**src/rtl/adc_pkg.sv**
```systemverilog
// Shared types and widths for the ADC command sequencer.
// Optional timeout support is enabled with ADC_CMD_SEQ_TIMEOUT_EN.
package adc_pkg;

  localparam int ADC_DATA_W = 12;
  localparam int ADC_CH_W   = 5;

  typedef enum logic [1:0] {
    S_IDLE,
    S_ISSUE,
    S_WAIT_RESP,
    S_WAIT_TICK
  } seq_state_t;

endpackage

```
**src/rtl/sample_tick_gen.sv**
```systemverilog
// Free-running sample tick divider.
// Counter is parked at 0 whenever enable is low.
module sample_tick_gen #(
  parameter int CLK_DIV = 3125
) (
  input  logic clk,
  input  logic reset,
  input  logic enable,
  output logic tick
);

  localparam int CW = (CLK_DIV > 1) ? $clog2(CLK_DIV) : 1;
  localparam logic [CW-1:0] LAST = CW'(CLK_DIV - 1);

  logic [CW-1:0] cnt;

  always_ff @(posedge clk or posedge reset) begin
    if (reset) begin
      cnt <= '0;
    end else if (!enable || cnt == LAST) begin
      cnt <= '0;
    end else begin
      cnt <= cnt + CW'(1);
    end
  end

  assign tick = enable && (cnt == LAST);

endmodule

```
**src/rtl/adc_cmd_seq.sv**
```systemverilog
// Periodic Avalon-ST command issuer and response capture for an ADC core.
// Define ADC_CMD_SEQ_TIMEOUT_EN to add the response timeout.
module adc_cmd_seq
  import adc_pkg::*;
#(
  parameter int                  CLK_DIV        = 3125,
  parameter logic [ADC_CH_W-1:0] CHANNEL        = 5'd1,
  parameter int                  TIMEOUT_CYCLES = 1024
) (
  input  logic                  clk,
  input  logic                  reset,
  input  logic                  enable,
  output logic                  command_valid,
  output logic                  command_startofpacket,
  output logic                  command_endofpacket,
  output logic [ADC_CH_W-1:0]   command_channel,
  input  logic                  command_ready,
  input  logic                  response_valid,
  input  logic [ADC_CH_W-1:0]   response_channel,
  input  logic [ADC_DATA_W-1:0] response_data,
  output logic [ADC_DATA_W-1:0] sample_data,
  output logic                  sample_valid,
  output logic                  overrun,
  output logic                  timeout_err,
  output logic                  busy
);

  seq_state_t state_q, state_d;
  logic tick, en_q, en_rise;
  logic resp_hit, capture, to_expire, to_fire;

  sample_tick_gen #(
    .CLK_DIV (CLK_DIV)
  ) u_tick (
    .clk    (clk),
    .reset  (reset),
    .enable (enable),
    .tick   (tick)
  );

  assign en_rise  = enable && !en_q;
  assign resp_hit = response_valid &&
                    (response_channel == CHANNEL);
  assign busy     = (state_q == S_ISSUE) ||
                    (state_q == S_WAIT_RESP);

  always_ff @(posedge clk or posedge reset) begin
    if (reset) begin
      state_q <= S_IDLE;
    end else begin
      state_q <= state_d;
    end
  end

  always_comb begin
    state_d = state_q;
    capture = 1'b0;
    to_fire = 1'b0;
    unique case (state_q)
      S_IDLE: begin
        if (tick) state_d = S_ISSUE;
      end
      S_ISSUE: begin
        if (command_ready) state_d = S_WAIT_RESP;
      end
      S_WAIT_RESP: begin
        if (resp_hit) begin
          capture = 1'b1;
          state_d = enable ? S_WAIT_TICK : S_IDLE;
        end else if (to_expire) begin
          to_fire = 1'b1;
          state_d = S_WAIT_TICK;
        end
      end
      S_WAIT_TICK: begin
        if (!enable)   state_d = S_IDLE;
        else if (tick) state_d = S_ISSUE;
      end
      default: state_d = S_IDLE;
    endcase
  end

  // Command outputs are pure decodes of state so reset drops them at once.
  assign command_valid         = (state_q == S_ISSUE);
  assign command_startofpacket = command_valid;
  assign command_endofpacket   = command_valid;
  assign command_channel       = command_valid ? CHANNEL : '0;

  always_ff @(posedge clk or posedge reset) begin
    if (reset) begin
      en_q         <= 1'b0;
      sample_data  <= '0;
      sample_valid <= 1'b0;
      overrun      <= 1'b0;
    end else begin
      en_q         <= enable;
      sample_valid <= capture;
      if (capture) sample_data <= response_data;
      if (en_rise)   overrun <= 1'b0;
      else if (tick && busy) overrun <= 1'b1;
    end
  end

`ifdef ADC_CMD_SEQ_TIMEOUT_EN
  localparam int TW = $clog2(TIMEOUT_CYCLES + 1);

  logic [TW-1:0] to_cnt;

  always_ff @(posedge clk or posedge reset) begin
    if (reset) begin
      to_cnt      <= '0;
      timeout_err <= 1'b0;
    end else begin
      if (state_q == S_WAIT_RESP) to_cnt <= to_cnt + TW'(1);
      else                        to_cnt <= '0;
      if (en_rise)      timeout_err <= 1'b0;
      else if (to_fire) timeout_err <= 1'b1;
    end
  end

  assign to_expire = (state_q == S_WAIT_RESP) &&
                     (to_cnt == TW'(TIMEOUT_CYCLES - 1));
`else
  logic unused_to;

  assign unused_to   = (TIMEOUT_CYCLES > 0) ^ to_fire;
  assign to_expire   = 1'b0;
  assign timeout_err = 1'b0;
`endif

endmodule

```
**config.mk**
```make
export PLATFORM = sky130hd
export DESIGN_NAME = adc_cmd_seq
export DESIGN_NICKNAME = d
export VERILOG_FILES = /design/src/rtl/adc_pkg.sv /design/src/rtl/sample_tick_gen.sv /design/src/rtl/adc_cmd_seq.sv
export SDC_FILE = /design/constraint.sdc
export NUM_CORES = 1
export LEC_CHECK = 0
export CAP_MARGIN = 20
export CORE_ASPECT_RATIO = 2
export CORE_MARGIN = 2
export CORE_UTILIZATION = 46
export CTS_CLUSTER_SIZE = 20
export DETAILED_ROUTE_END_ITERATION = 10
export PLACE_DENSITY = 0.79
export SYNTH_ARGS = -nofsm -noshare
export SYNTH_HDL_FRONTEND = slang
export SYNTH_SLANG_ARGS = --single-unit
export TNS_END_PERCENT = 1
```
**constraint.sdc**
```tcl
create_clock -name clk -period 2.3 [get_ports clk]
set_clock_uncertainty 0.2 [all_clocks]
set_input_delay 0.345 -clock clk [delete_from_list [all_inputs] [get_ports clk]]
set_output_delay 0.345 -clock clk [all_outputs]
set_load 0.1 [all_outputs]
```
### Yosys cells after proc, flatten, opt, wreduce, memory -nomap -nowiden

Cells that the tools add are included.
W data, S select, Z words.

| storage, ports and cells | value |
|---|---|
| register bits | 29 |
| logic and storage cells | 37 |

| cells by class | value |
|---|---|
| reductions and logical operators | 11 |
| mux-type cells | 12 |
| add/subtract/negate cells | 1 |
| eq/ne operators | 7 |

Operators with widths:

| operator | number |
|---|---|
| $add A12 B1 Y12 const B | 1 |
| $eq A12 B12 Y1 const B | 1 |
| $mux W12 | 1 |
| $mux W2 | 5 |
| $pmux W2 S4 | 1 |
| $eq A5 B1 Y1 const B | 1 |
| $mux W1 | 5 |
| $eq A2 B2 Y1 const B | 2 |
| $logic_and A1 B1 Y1 | 4 |
| $eq A2 B1 Y1 const B | 1 |
| $logic_not A1 Y1 | 2 |
| $logic_not A2 Y1 | 1 |
| $logic_or A1 B1 Y1 | 2 |
| $ne A2 B1 Y1 const B | 1 |
| $ne A2 B2 Y1 const B | 1 |
| $reduce_and A2 Y1 | 1 |
| $reduce_bool A2 Y1 | 1 |

### Longest topological paths before layout

| depth | value |
|---|---|
| word-level depth | 5 |
| gate-level depth with buffers | 7 |
| depth with buffers taken out | 6 |

### By module

From an unflattened synthesis, not the netlist that was laid out.

| unflattened totals | value |
|---|---|
| cell total of the unflattened synthesis | 136 |
| area, all modules | 1562.7 um^2 |

Modules (own cells, without submodules):

| module | area each (um^2) | cells an instance | instances |
|---|---|---|---|
| adc_cmd_seq | 874.6 | 68 | 1 |
| sample_tick_gen | 688.2 | 68 | 1 |

### Least setup slack after synthesis

Ideal clock, no wire load.

| path | value |
|---|---|
| kind | reg2out |
| start | register state_q[1] |
| end | output port command_channel[0] |
| arrival | 1808 ps |
| slack | -53 ps |
| buffers on the path | 1 |
| required time | 1755 ps |
| stages on the path, launching flop included | 4 |
| path through | dfrtp_1 > inv_1 > ha_1 > buf_4 |

| on the way | value |
|---|---|
| cells in the longest elaborated chain, start to end | 2 |

Ends and longest elaborated chain:

| what | line | text |
|---|---|---|
| from (decl) | adc_cmd_seq.sv:28 | `seq_state_t state_q, state_d;` |
| from (signal assigned) | adc_cmd_seq.sv:51 | `state_q <= state_d;` |
| $eq A2 B1 Y1 | adc_cmd_seq.sv:84 | `assign command_valid = (state_q == S_ISSUE);` |
| net command_endofpacket | adc_cmd_seq.sv:15 | `output logic command_endofpacket,` |
| $mux W1 | adc_cmd_seq.sv:87 | `assign command_channel = command_valid ? CHANNEL : '0;` |
| to (decl) | adc_cmd_seq.sv:16 | `output logic [ADC_CH_W-1:0] command_channel,` |

The timed path passes the listed nets, and every way through them passes these cells.

### Final worst setup path

| path | value |
|---|---|
| start | register state_q[1] |
| end | output port command_endofpacket |

| on the way | value |
|---|---|
| cells in the longest elaborated chain, start to end | 1 |

Ends and longest elaborated chain:

| what | line |
|---|---|
| $eq A2 B1 Y1 | adc_cmd_seq.sv:84 |
| to (decl) | adc_cmd_seq.sv:15 |

Every way passes these cells.

==> impl_metrics.tcl <==
set metrics [dict create \
    p_per_area_nw_per_um2 541.5 \
    max-vdd-ir-drop_mv 0.5526 \
    syn_inst 126 \
    port_buffers 40 \
    cts_root_buf "clkbuf_8" \
    cts_tree "done" \
    area_growth_pct 34.90 \
    grt_pass1_wl_um 5002 \
    criticalPathCategory "flop to output port" \
    start_util_pct 46.99 \
    synthArstFlopShare_pct 100.0 \
    clk_pin_slew_worst_paths_ps 60 \
    status "complete, no violations" \
    num_vias 1063 \
    grt_max_degree 30 \
    timing.final.ws_setup_ps 336.4 \
    synth_area_um2 1466 \
    wl_per_cell_um 15.35 \
    crit_fanout 8 \
    seqPwrFrac_pct 48.7 \
    clock_latency_ps 270 \
    critPathSlowestCell "dfrtp_1" \
    numCtsBuffers 5 \
    endpoint_kind "output port" \
    drt_first_pass_iters 5 \
    hold_violations 0 \
    routed_wl_um 3085 \
    slew_violations 0 \
    clock_sinks 29 \
    max_freq_mhz 509.3 \
    worstPathRequired_ps 1750 \
    holdBufCountCts 0 \
    num_antenna_cells 0 \
    fillerInstances 245 \
    clock_path_buffers 2 \
    path_delay_family "flip-flops" \
    multi_input_area_um2 648.1 \
    clkPwrFrac_pct 41.6 \
    ys_ff_latch 29 \
    drc_errors 0 \
    r2r-start "u_tick.cnt[0]" \
    drive_gt1_share_pct 27.65 \
    min_period_ps 1964 \
    grt_pass1_vias 1104 \
    rrSetupSlack_ps 470 \
    core_um2 3120 \
    grt_usage_pct 18.51 \
    ctsResizeCount 0 \
    ant_nets 0 \
    sw_frac_of_total_pct 22.87 \
    synth_top_area_share_pct 49.49 \
    pre_cts_ws_ps 128.4 \
    synth_ff_type "dfrtp_1" \
    path_cells "inv_1 -> ha_2 -> buf_12" \
    gp_congestion 0.7634 \
    setup_viol 0 \
    arrival_ps 1420 \
    synth_top_cell_by_area "dfrtp_1" \
    yosysSeqAreaShare_pct 49.49 \
    h-tree-depth 2 \
    dr.first_iter.drc_count 7 \
    period_share_pct 85.37 \
    comb_power_share_pct 9.7 \
    core.rowCount 29 \
    via_per_inst 5.289 \
    rsz0062_at_grt "no" \
    synth.area.top_cells "dfrtp_1 (49%), mux2_2 (9.2%), ha_1 (5.1%), xor2_1 (4.8%), buf_4 (4.1%)" \
    cellLeakagePower_nw 0.9767 \
    synth.avg_cell_area_um2 11.64 \
    yosys_warnings 0 \
    p_int_w 0.0008262 \
    post_cts_buffers 0 \
    crit_buf_inv 2 \
    maxCapViolCount 0 \
    setup-tns-final_ps 0 \
    min_path_type "input port to async pin" \
    hpwl_um 2366 \
    antenna_found_initial 0 \
    yosysUniqueCellTypes 31 \
    die-area_um2 3683 \
    seq_area_um2 725.7 \
    p_sw_w 0.0002449 \
    synth_edf_count 0 \
    nets 197 \
    die_x_um 43.93 \
    dieHeight_um 83.85 \
    io_pins 46 \
    crit_start "state_q[1]" \
    cpPeakStageDelay_ps 420 \
    grt-ovfl-total 0 \
    start_kind "flop" \
]
-- logic make-up (layout without fill, tap and decap cells) --
family,Yosys count,count (layout),share of synthesized area (%)
and+or+nand+nor,42,42,18.34
DFF,29,29,49.49
buffers and inverters,19,59,7.508
muxes,12,12,9.215
xor gates and xnor gates,10,10,5.973
AOI/OAI and AO/OA,7,7,4.096
adders and majority gates,6,6,5.119
other,1,5,0.2557
-- per-stage QoR --
stage	cell area [µm²]	hold WS (ps)	instances	utilization, %	total power [W]
2_1_floorplan	1484	176.4	130	-	0.0005931
3_3_place_gp	1877	282.6	193	60.14	0.0006323
3_5_place_dp	1877	295.2	193	60.14	0.0006349
4_1_cts	1978	246.2	201	63.39	0.001090
5_1_grt	1978	292.9	201	63.39	0.001125
6_report	1978	241.8	201	63.39	0.001071
-- area by class of cell --
class                      count  area share [%]
clock buffer                   7           4.870
multi-input combinational     82           32.76
inverter                       9           1.708
tap                           31           1.961
clock inverter                 1          0.2530
sequential                    29           36.69
timing repair buffer          42           21.76
-- registers in the layout, indices dropped and copies added, names as in the netlist --
name          flops
sample_data      12
u_tick.cnt       12
state_q           2
en_q              1
overrun           1
sample_valid      1
-- power by group through the flow --
stage | Clock, W | Combinational [W] | Sequential, W
floorplan | 0 | 0.0000645 | 0.000529
global placement | 0 | 0.000102 | 0.000530
detailed placement | 0 | 0.000105 | 0.000530
CTS | 0.000464 | 0.000105 | 0.000521
global route | 0.000493 | 0.000112 | 0.000521
finish | 0.000446 | 0.000104 | 0.000521
-- placed cells by master, fill, tap and decap left out, types with 2 or more instances in the layout --
master and n:
dfrtp_1 29, clkdlybuf4s50_1 21, buf_4 16, nor2_1 13
mux2_2 12, inv_1 9, xor2_1 8, nand2_1 7
clkbuf_8 7, ha_1 5, conb_1 5, buf_12 5
nand3_1 4, nor2b_1 2, nor4b_4 2, and2_1 2
and4b_1 2, nand3b_1 2, nand4_1 2, and3_1 2
xnor2_1 2
-- final timing paths --
| check | end | cells past startpoint |
|---|---|---|
| max in group asynchronous | u_tick.cnt[9] | 3 |
| setup reg to reg | state_q[0] | 6 |
| hold / removal | overrun | 3 |
| hold reg to reg | overrun | 2 |
| min in group clk | overrun | 2 |
| setup / recovery | command_endofpacket | 3 |
-- synth_stat cells (all sizes together) (3+ instances only) --
cell   instances
nand2          7
xor2           8
nand3          5
ha             6
mux2          12
dfrtp         29
nand4          3
inv            9
buf           10
nor2          13
-- routing by layer --
metal	up-vias	global-route usage (%)	part of all wire, %
li1	502	-	-
met1	519	18.25	34
met2	35	32.75	59
met3	7	4.329	5.0
met4	0	10.74	1.8
met5	-	0	0
-- worst min-delay path: cells and delay by family --
kind,cells,cell delay [ps]
buffers and inverters,3,780
(Power assumes the default switching activity.)
